===== src/rtl/trace_pkg.sv =====
// Shared types and defaults for the store trace recorder: the record layout
// captured from the CPU store stream and the "no program end" PC marker.
package trace_pkg;

    localparam int          TRACE_DEPTH = 16;
    localparam int          TRACE_CYCW  = 32;
    localparam logic [31:0] PC_NO_END   = 32'hFFFF_FFFF;

    typedef struct packed {
        logic [TRACE_CYCW-1:0] cycle;
        logic [31:0]           addr;
        logic [31:0]           data;
    } trace_rec_t;

endpackage


===== src/rtl/trace_fifo.sv =====
// First-word-fall-through record FIFO; the head entry is visible whenever the
// FIFO is non-empty, and a push into a full FIFO is accepted only alongside a pop.
module trace_fifo
    import trace_pkg::*;
#(
    parameter int DEPTH = TRACE_DEPTH
) (
    input  logic       clk,
    input  logic       reset,
    input  logic       push,
    input  logic       pop,
    input  trace_rec_t wr_rec,
    output trace_rec_t rd_rec,
    output logic       full,
    output logic       empty
);

    localparam int AW = $clog2(DEPTH);

    trace_rec_t    mem [DEPTH];
    logic [AW:0]   wr_ptr;
    logic [AW:0]   rd_ptr;
    logic          do_push;
    logic          do_pop;

    // Extra pointer MSB separates full from empty when the low bits match.
    assign empty   = (wr_ptr == rd_ptr);
    assign full    = (wr_ptr[AW] != rd_ptr[AW]) && (wr_ptr[AW-1:0] == rd_ptr[AW-1:0]);
    assign do_pop  = pop & ~empty;
    assign do_push = push & (~full | do_pop);
    assign rd_rec  = mem[rd_ptr[AW-1:0]];

    // NOTE: sequential state uses non-blocking assignments so every register
    // samples pre-edge values, independent of always_ff evaluation order.
    always_ff @(posedge clk) begin
        if (reset) begin
            wr_ptr <= '0;
            rd_ptr <= '0;
        end else begin
            if (do_push) wr_ptr <= wr_ptr + 1'b1;
            if (do_pop)  rd_ptr <= rd_ptr + 1'b1;
        end
    end

    // NOTE: storage is deliberately not reset; entries are only observable
    // between the pointers, and a reset-free array maps onto plain RAM.
    always_ff @(posedge clk) begin
        if (do_push) mem[wr_ptr[AW-1:0]] <= wr_rec;
    end

endmodule


===== src/rtl/store_trace_recorder.sv =====
// Taps the mips store stream (memwrite/aluout/writedata/pc), stamps each store
// with a 1-based cycle number and streams the records out over valid/ready.
module store_trace_recorder
    import trace_pkg::*;
#(
    parameter int DEPTH = TRACE_DEPTH,
    parameter int CYCW  = TRACE_CYCW
) (
    input  logic            clk,
    input  logic            reset,
    input  logic            memwrite,
    input  logic [31:0]     aluout,
    input  logic [31:0]     writedata,
    input  logic [31:0]     pc,
    input  logic [31:0]     pc_finished,
    output logic            rec_valid,
    input  logic            rec_ready,
    output logic [CYCW-1:0] rec_cycle,
    output logic [31:0]     rec_addr,
    output logic [31:0]     rec_data,
    output logic [15:0]     dropped,
    output logic            finished,
    output logic            done
);

    logic [CYCW-1:0] cyc;
    logic            at_end;
    logic            capture;
    logic            push;
    logic            pop;
    logic            full;
    logic            empty;
    trace_rec_t      new_rec;
    trace_rec_t      head_rec;

    // A store issued in the end cycle itself is never recorded.
    assign at_end  = (pc == pc_finished);
    assign capture = memwrite & ~at_end & ~finished;
    assign pop     = rec_valid & rec_ready;
    assign push    = capture & (~full | pop);

    // The stamp is the 1-based number of the current cycle.
    always_comb begin
        new_rec       = '0;
        new_rec.cycle = TRACE_CYCW'(cyc + 1'b1);
        new_rec.addr  = aluout;
        new_rec.data  = writedata;
    end

    trace_fifo #(
        .DEPTH (DEPTH)
    ) u_fifo (
        .clk    (clk),
        .reset  (reset),
        .push   (push),
        .pop    (pop),
        .wr_rec (new_rec),
        .rd_rec (head_rec),
        .full   (full),
        .empty  (empty)
    );

    assign rec_valid = ~empty;
    assign rec_cycle = CYCW'(head_rec.cycle);
    assign rec_addr  = head_rec.addr;
    assign rec_data  = head_rec.data;
    assign done      = finished & empty;

    always_ff @(posedge clk) begin
        if (reset) begin
            cyc      <= '0;
            finished <= 1'b0;
            dropped  <= '0;
        end else begin
            if (~finished & ~at_end) cyc <= cyc + 1'b1;
            if (at_end)              finished <= 1'b1;
            // Overflow loses the record; the counter sticks at its maximum.
            if (capture & full & ~pop & (dropped != 16'hFFFF))
                dropped <= dropped + 16'd1;
        end
    end

endmodule


===== config.mk =====
export PLATFORM = sky130hd
export DESIGN_NAME = store_trace_recorder
export DESIGN_NICKNAME = d
export VERILOG_FILES = /design/src/rtl/trace_pkg.sv /design/src/rtl/trace_fifo.sv /design/src/rtl/store_trace_recorder.sv
export SDC_FILE = /design/constraint.sdc
export NUM_CORES = 1
export LEC_CHECK = 0
export CAP_MARGIN = 10
export CELL_PAD_IN_SITES_DETAIL_PLACEMENT = 0
export CELL_PAD_IN_SITES_GLOBAL_PLACEMENT = 1
export CORE_UTILIZATION = 30
export CTS_BUF_LIST = sky130_fd_sc_hd__clkbuf_8
export CTS_CLUSTER_SIZE = 30
export DETAILED_ROUTE_END_ITERATION = 8
export PLACE_DENSITY = 0.5
export RECOVER_POWER = 100
export SLEW_MARGIN = 30
export SYNTH_ARGS = -nofsm -noshare
export SYNTH_HDL_FRONTEND = slang
export SYNTH_SLANG_ARGS = --single-unit

===== constraint.sdc =====
create_clock -name clk -period 15.3 [get_ports clk]
set_input_delay 1.53 -clock clk [delete_from_list [all_inputs] [get_ports clk]]
set_output_delay 1.53 -clock clk [all_outputs]
set_load 0.1 [all_outputs]

Yosys cells after proc, flatten, opt, wreduce, memory -nomap -nowiden. Memory sizes are Yosys's and may differ from the RTL's. A register that Yosys moved wholly into a read port is not among the register bits. Cells that the tools add are included.

RAM bits: 1536. Register bits: 59. Memories: 1. Output and inout port bits: 115.

Memories: u_fifo.mem (words 16, bits a word 96, rd ports 1, clocked after Yosys merged registers in 1, wr ports 1, line trace_fifo.sv:20) `trace_rec_t mem [DEPTH];`.

Multiplexer cells: 4. Reductions and logical operators: 1. Bitwise gates (word level): 18. Add/subtract/negate cells: 4. Equality and inequality tests: 5.

Operators with widths (count): 32-bit by 1-bit adder with 32-bit output, second input constant (1); 32-bit equality test (1); 16-bit by 1-bit adder with 16-bit output, second input constant (1); 16-bit != test, second input constant (1); 1-bit bitwise AND (11); 5-bit by 1-bit adder with 5-bit output, second input constant (2); 4-bit two-way mux (2); 5-bit equality test (1); 1-bit NOT (5); 4-bit equality test (1); 1-bit two-way mux (2); 1-bit OR (2); 1-bit logical AND (1); 1-bit != test (1).

Depth between registers and ports, before layout.
Depth after elaboration: 8. Gate-level depth with buffers: 9. Gate-level depth less buffers: 7.

Hierarchy. A second synthesis with hierarchy kept.

Cells, all modules: 2605. Area, all modules: 61557.8 µm².

Modules (own cells, without submodules): trace_fifo (cells each 2210, seq. area each 46404.5 µm², instances 1, area each 58313.4 µm²); store_trace_recorder (cells each 395, seq. area each 980.9 µm², instances 1, area each 3244.4 µm²).

Worst setup path before layout. OpenSTA, ideal clock, no wires.

Path kind: input to register. Start point: in pc[16]. End point: mem u_fifo.mem[6][0] (netlist bit), enable pin. Setup slack: 3.042 ns. Stages: 7. Required time: 14.514 ns. Path buffers: 1. Arrival: 11.471 ns. Path through: xnor2_1 -> nand4_1 -> nor4_1 -> nand2_1 -> nand2_1 -> clkbuf_1 -> nor4_1.

Longest elaborated chain between the ends: 8.

RTL lines: start, declared (line store_trace_recorder.sv:14) `input logic [31:0] pc,`; 32-bit equality test (line store_trace_recorder.sv:37) `assign at_end = (pc == pc_finished);`; 1-bit NOT (line store_trace_recorder.sv:38) `assign capture = memwrite & ~at_end & ~finished;`; 1-bit bitwise AND (2 in series) (line store_trace_recorder.sv:38); 1-bit bitwise AND (line store_trace_recorder.sv:40) `assign push = capture & (~full | pop);`; 1-bit bitwise AND (line trace_fifo.sv:30) `assign do_push = push & (~full | do_pop);`; 1-bit two-way mux (line trace_fifo.sv:48) `if (do_push) mem[wr_ptr[AW-1:0]] <= wr_rec;`; 1-bit two-way mux (implied by the code) (line trace_fifo.sv:48); end, declared (line trace_fifo.sv:20).

No other way between the ends.

==> Flow_metrics.wiki <==
{| class="wikitable"
! Metric !! Value
|-
| Run status || finished, violations left
|-
| Violated checks || max-capacitance violations, max-slew violations
|-
| Mean Syn Cell Area || 23.4 µm²
|-
| Clock Latency Late Sink || 1020 ps
|-
| Die Span X || 455 µm
|-
| Cell area after synthesis || 61,500 µm²
|-
| Antenna violations before repair || 24
|-
| CTS HTree Levels || 5
|-
| Max-slew headroom || -4.86
|-
| Final Hold Vio Count || 0
|-
| Top cell type's share of synthesized area || 0.750
|-
| Switching power summed over all nets || 2.75 mW
|-
| Post-synthesis sequential element count || 1,599
|-
| Seq. cell area || 47,400 µm²
|-
| TritonCTS Buffers || 294
|-
| Half-perimeter wire length of the detailed placement result || 84,700 µm
|-
| Largest net degree at the start of global routing || 109
|-
| Pleak || 21.9 nW
|-
| Worst R2R Start || u_fifo.wr_ptr[2]
|-
| Fillcell total || 18,717
|-
| Final-report max-slew violation count || 1,860
|-
| Post-route setup TNS || 0 ps
|-
| Arrival time worst endpoint || 9310 ps
|-
| Global route total overflow || 0
|-
| Logic depth of the worst register-to-register path || 6
|-
| Synthesis Warnings || 0
|-
| Full die area || 207,000 µm²
|-
| Average via count per standard cell || 4.87
|-
| Area Overhead vs Synth || 17.3%
|-
| Core Footprint || 203,000 µm²
|-
| Standard-cell rows || 165
|-
| Post-Route WL || 161,000 µm
|-
| Die Ht || 455 µm
|-
| Endpoint of the most critical register-to-register path || u_fifo.mem[11][15]
|-
| Final std cell area, no fill || 72,100 µm²
|-
| CTS Root Buffer Type || clkbuf_8
|-
| Detail Route Antenna Nets || 0
|-
| End of the worst hold path || cyc[30]
|-
| Total placed instance area || 67,400 µm²
|-
| Endpoint kind of the worst setup timing path || primary output
|-
| Most frequent cells after synthesis || 1,536 x edfxtp_1, 480 x mux4_2, 84 x clkbuf_1
|-
| Cell types occupying the most area after synthesis || edfxtp_1 75%, mux4_2 18%, dfxtp_1 2.1%
|-
| DR vias || 29,200
|-
| Clock transition time at the flip-flop clock pins of the worst setup and hold paths || 60 ps
|-
| Final critical path time including I/O delays and setup || 10,840 ps
|-
| Setup violators final || 0
|-
| Number of DRC markers after the initial detailed-route iteration || 2,113
|-
| Num Clock Sinks || 1,599
|-
| CTS tree || yes
|-
| P_int || 7.36 mW
|-
| Post-detailed-route DRC marker count || 0
|-
| Initial standard-cell utilization of the core || 0.303
|-
| Part of the power in combinational logic || 0.156
|-
| Post_cts resized || 0
|-
| Measured slew at the worst slew-check pin || 8790 ps
|-
| Total power || 10.1 mW
|-
| Register-to-register setup slack || 5690 ps
|-
| Number of standard cells after synthesis || 2,627
|-
| Flip-flop cell with the highest count after synthesis || edfxtp_1
|-
| Number of stages on the worst hold path || 2
|-
| Cell taking the most area after synthesis || edfxtp_1
|-
| Highest fanout seen on the critical path || 74
|-
| Count of buffers from port buffering || 246
|-
| Layout cells sized above 1 || 0.267
|-
| # nets final || 3,249
|-
| Maximum achievable frequency || 0.0923 GHz
|-
| Maximum buffer depth of the clock tree || 4
|-
| Part of the power in registers || 0.482
|-
| Largest clock skew in the final design || 65.6 ps
|-
| Launch point of the worst hold path || cyc[30]
|-
| Gp weighted congestion || 0.806
|-
| Router iterations before antenna repair || 5
|-
| I/O pin count || 247
|-
| Per-cell routed wire length || 26.8 µm
|-
| Multi-input logic area || 13,400 µm²
|-
| Portion of total power attributed to the clock network || 0.362
|-
| Final core utilization || 0.355
|-
| Wire length of the first global-routing pass || 230,000 µm
|-
| Vias in the first global route || 32,226
|-
| Share of synthesized flip-flops with an asynchronous set or reset || 0
|-
| Post-route clock period utilization || 0.708
|-
| EDFF count, synth || 1,536
|-
| Switching Fraction || 0.272
|-
| Fin Hold WS || 512 ps
|-
| Nature of the critical path startpoint || register
|-
| Setup repair after global routing missed its margin || no
|-
| Worst hold path type || reg2reg
|-
| Post-synthesis cell type count || 45
|-
| All-Layer GR Usage || 0.156
|-
| Net count after synthesis || 2,766
|-
| Cell Pwr Density || 140 nW/µm²
|-
| Endpoint required time on the critical path || 13,770 ps
|-
| Sequential fraction of the synthesis area || 0.771
|-
| Setup repair bufs after CTS || 0
|-
| Worst voltage drop across the vdd grid || 0.0834 mV
|-
| Worst setup path class || reg2out
|-
| Total of hold buffers inserted after clock tree synthesis || 0
|-
| Most used standard cell by instance count after synthesis || edfxtp_1
|-
| Number of maximum-capacitance constraint violations || 55
|}
[layout make-up]
cell class / count / area share
clock buffers: 302 / 0.0576
inverters: 13 / 0.000677
repair buffers: 325 / 0.0373
well taps: 2672 / 0.0464
diodes: 9 / 0.000312
multi-input cells: 877 / 0.186
clock inverters: 200 / 0.0139
flip-flops and latches: 1599 / 0.657
[critical path, cell delays in order (launching register included)]
cell           delay [ps]
dfxtp_1              2320
clkbuf_1             3490
mux4_2                830
mux4_2                370
dlygate4sd3_1        1230
[power groups by stage]
| stage | registers, mW | logic [mW] | clock network [mW] |
|---|---|---|---|
| 4_1_cts | 4.87 | 1.64 | 3.80 |
| 5_1_grt | 4.88 | 1.67 | 3.97 |
| 3_3_place_gp | 4.96 | 1.64 | 0 |
| 2_1_floorplan | 4.95 | 1.22 | 0 |
| 6_report | 4.88 | 1.58 | 3.66 |
| 3_5_place_dp | 4.96 | 1.63 | 0 |
[routing by layer]
| layer | share of wire | track usage | vias to the layer above |
|---|---|---|---|
| met5 | 0.000044 | 0 | - |
| met4 | 0.021 | 0.0452 | 2 |
| met3 | 0.050 | 0.0327 | 280 |
| met2 | 0.51 | 0.269 | 890 |
| met1 | 0.42 | 0.198 | 15792 |
| li1 | - | - | 12236 |
[cell usage in the layout (no fill, tap or decap), types with 18 or more instances in the layout]
master / n
dfxtp_1: 61
mux4_2: 480
nor2b_1: 18
xnor2_1: 68
nand2_1: 41
clkinv_2: 34
clkbuf_1: 88
inv_1: 106
clkbuf_8: 302
edfxtp_1: 1536
nor4_1: 23
dlygate4sd3_1: 144
nand4_1: 28
clkdlybuf4s50_1: 65
nor2_1: 60
clkinv_1: 59
[through the flow]
step | worst slack [ps] | std cells
after global routing | 3800 | 5991
after global placement | 8670 | 5482
final | 4460 | 5997
after CTS | 7510 | 5987
after detailed placement | 8670 | 5485
after floorplan | 3040 | 2627
[worst max-delay path by stage]
stage | endpoint | slack (ps)
final | rec_cycle[19] | 4460
after global routing | rec_cycle[23] | 3800
after floorplan | u_fifo.mem[6][0] | 3040
after CTS | rec_cycle[9] | 7510
after global placement | rec_cycle[26] | 8670
after detailed placement | rec_cycle[9] | 8670
[flip-flops by register name, summed over array words and instances, names as in the netlist, named ones only]
| signal | flops |
|---|---|
| dropped | 16 |
| cyc | 32 |
| u_fifo.mem | 1536 |
| u_fifo.wr_ptr | 5 |
| u_fifo.rd_ptr | 5 |
| finished | 1 |
[cell families after synthesis]
group                      after synthesis  share of synthesized area
adders and majority gates                7                    0.00142
buffers and inverters                  151                     0.0105
xor gates and xnor gates                83                     0.0118
AOI/OAI and AO/OA                       53                    0.00592
DFF                                   1599                      0.771
muxes                                  501                      0.180
and+or+nand+nor                        233                     0.0197
(Power assumes the default switching activity.)
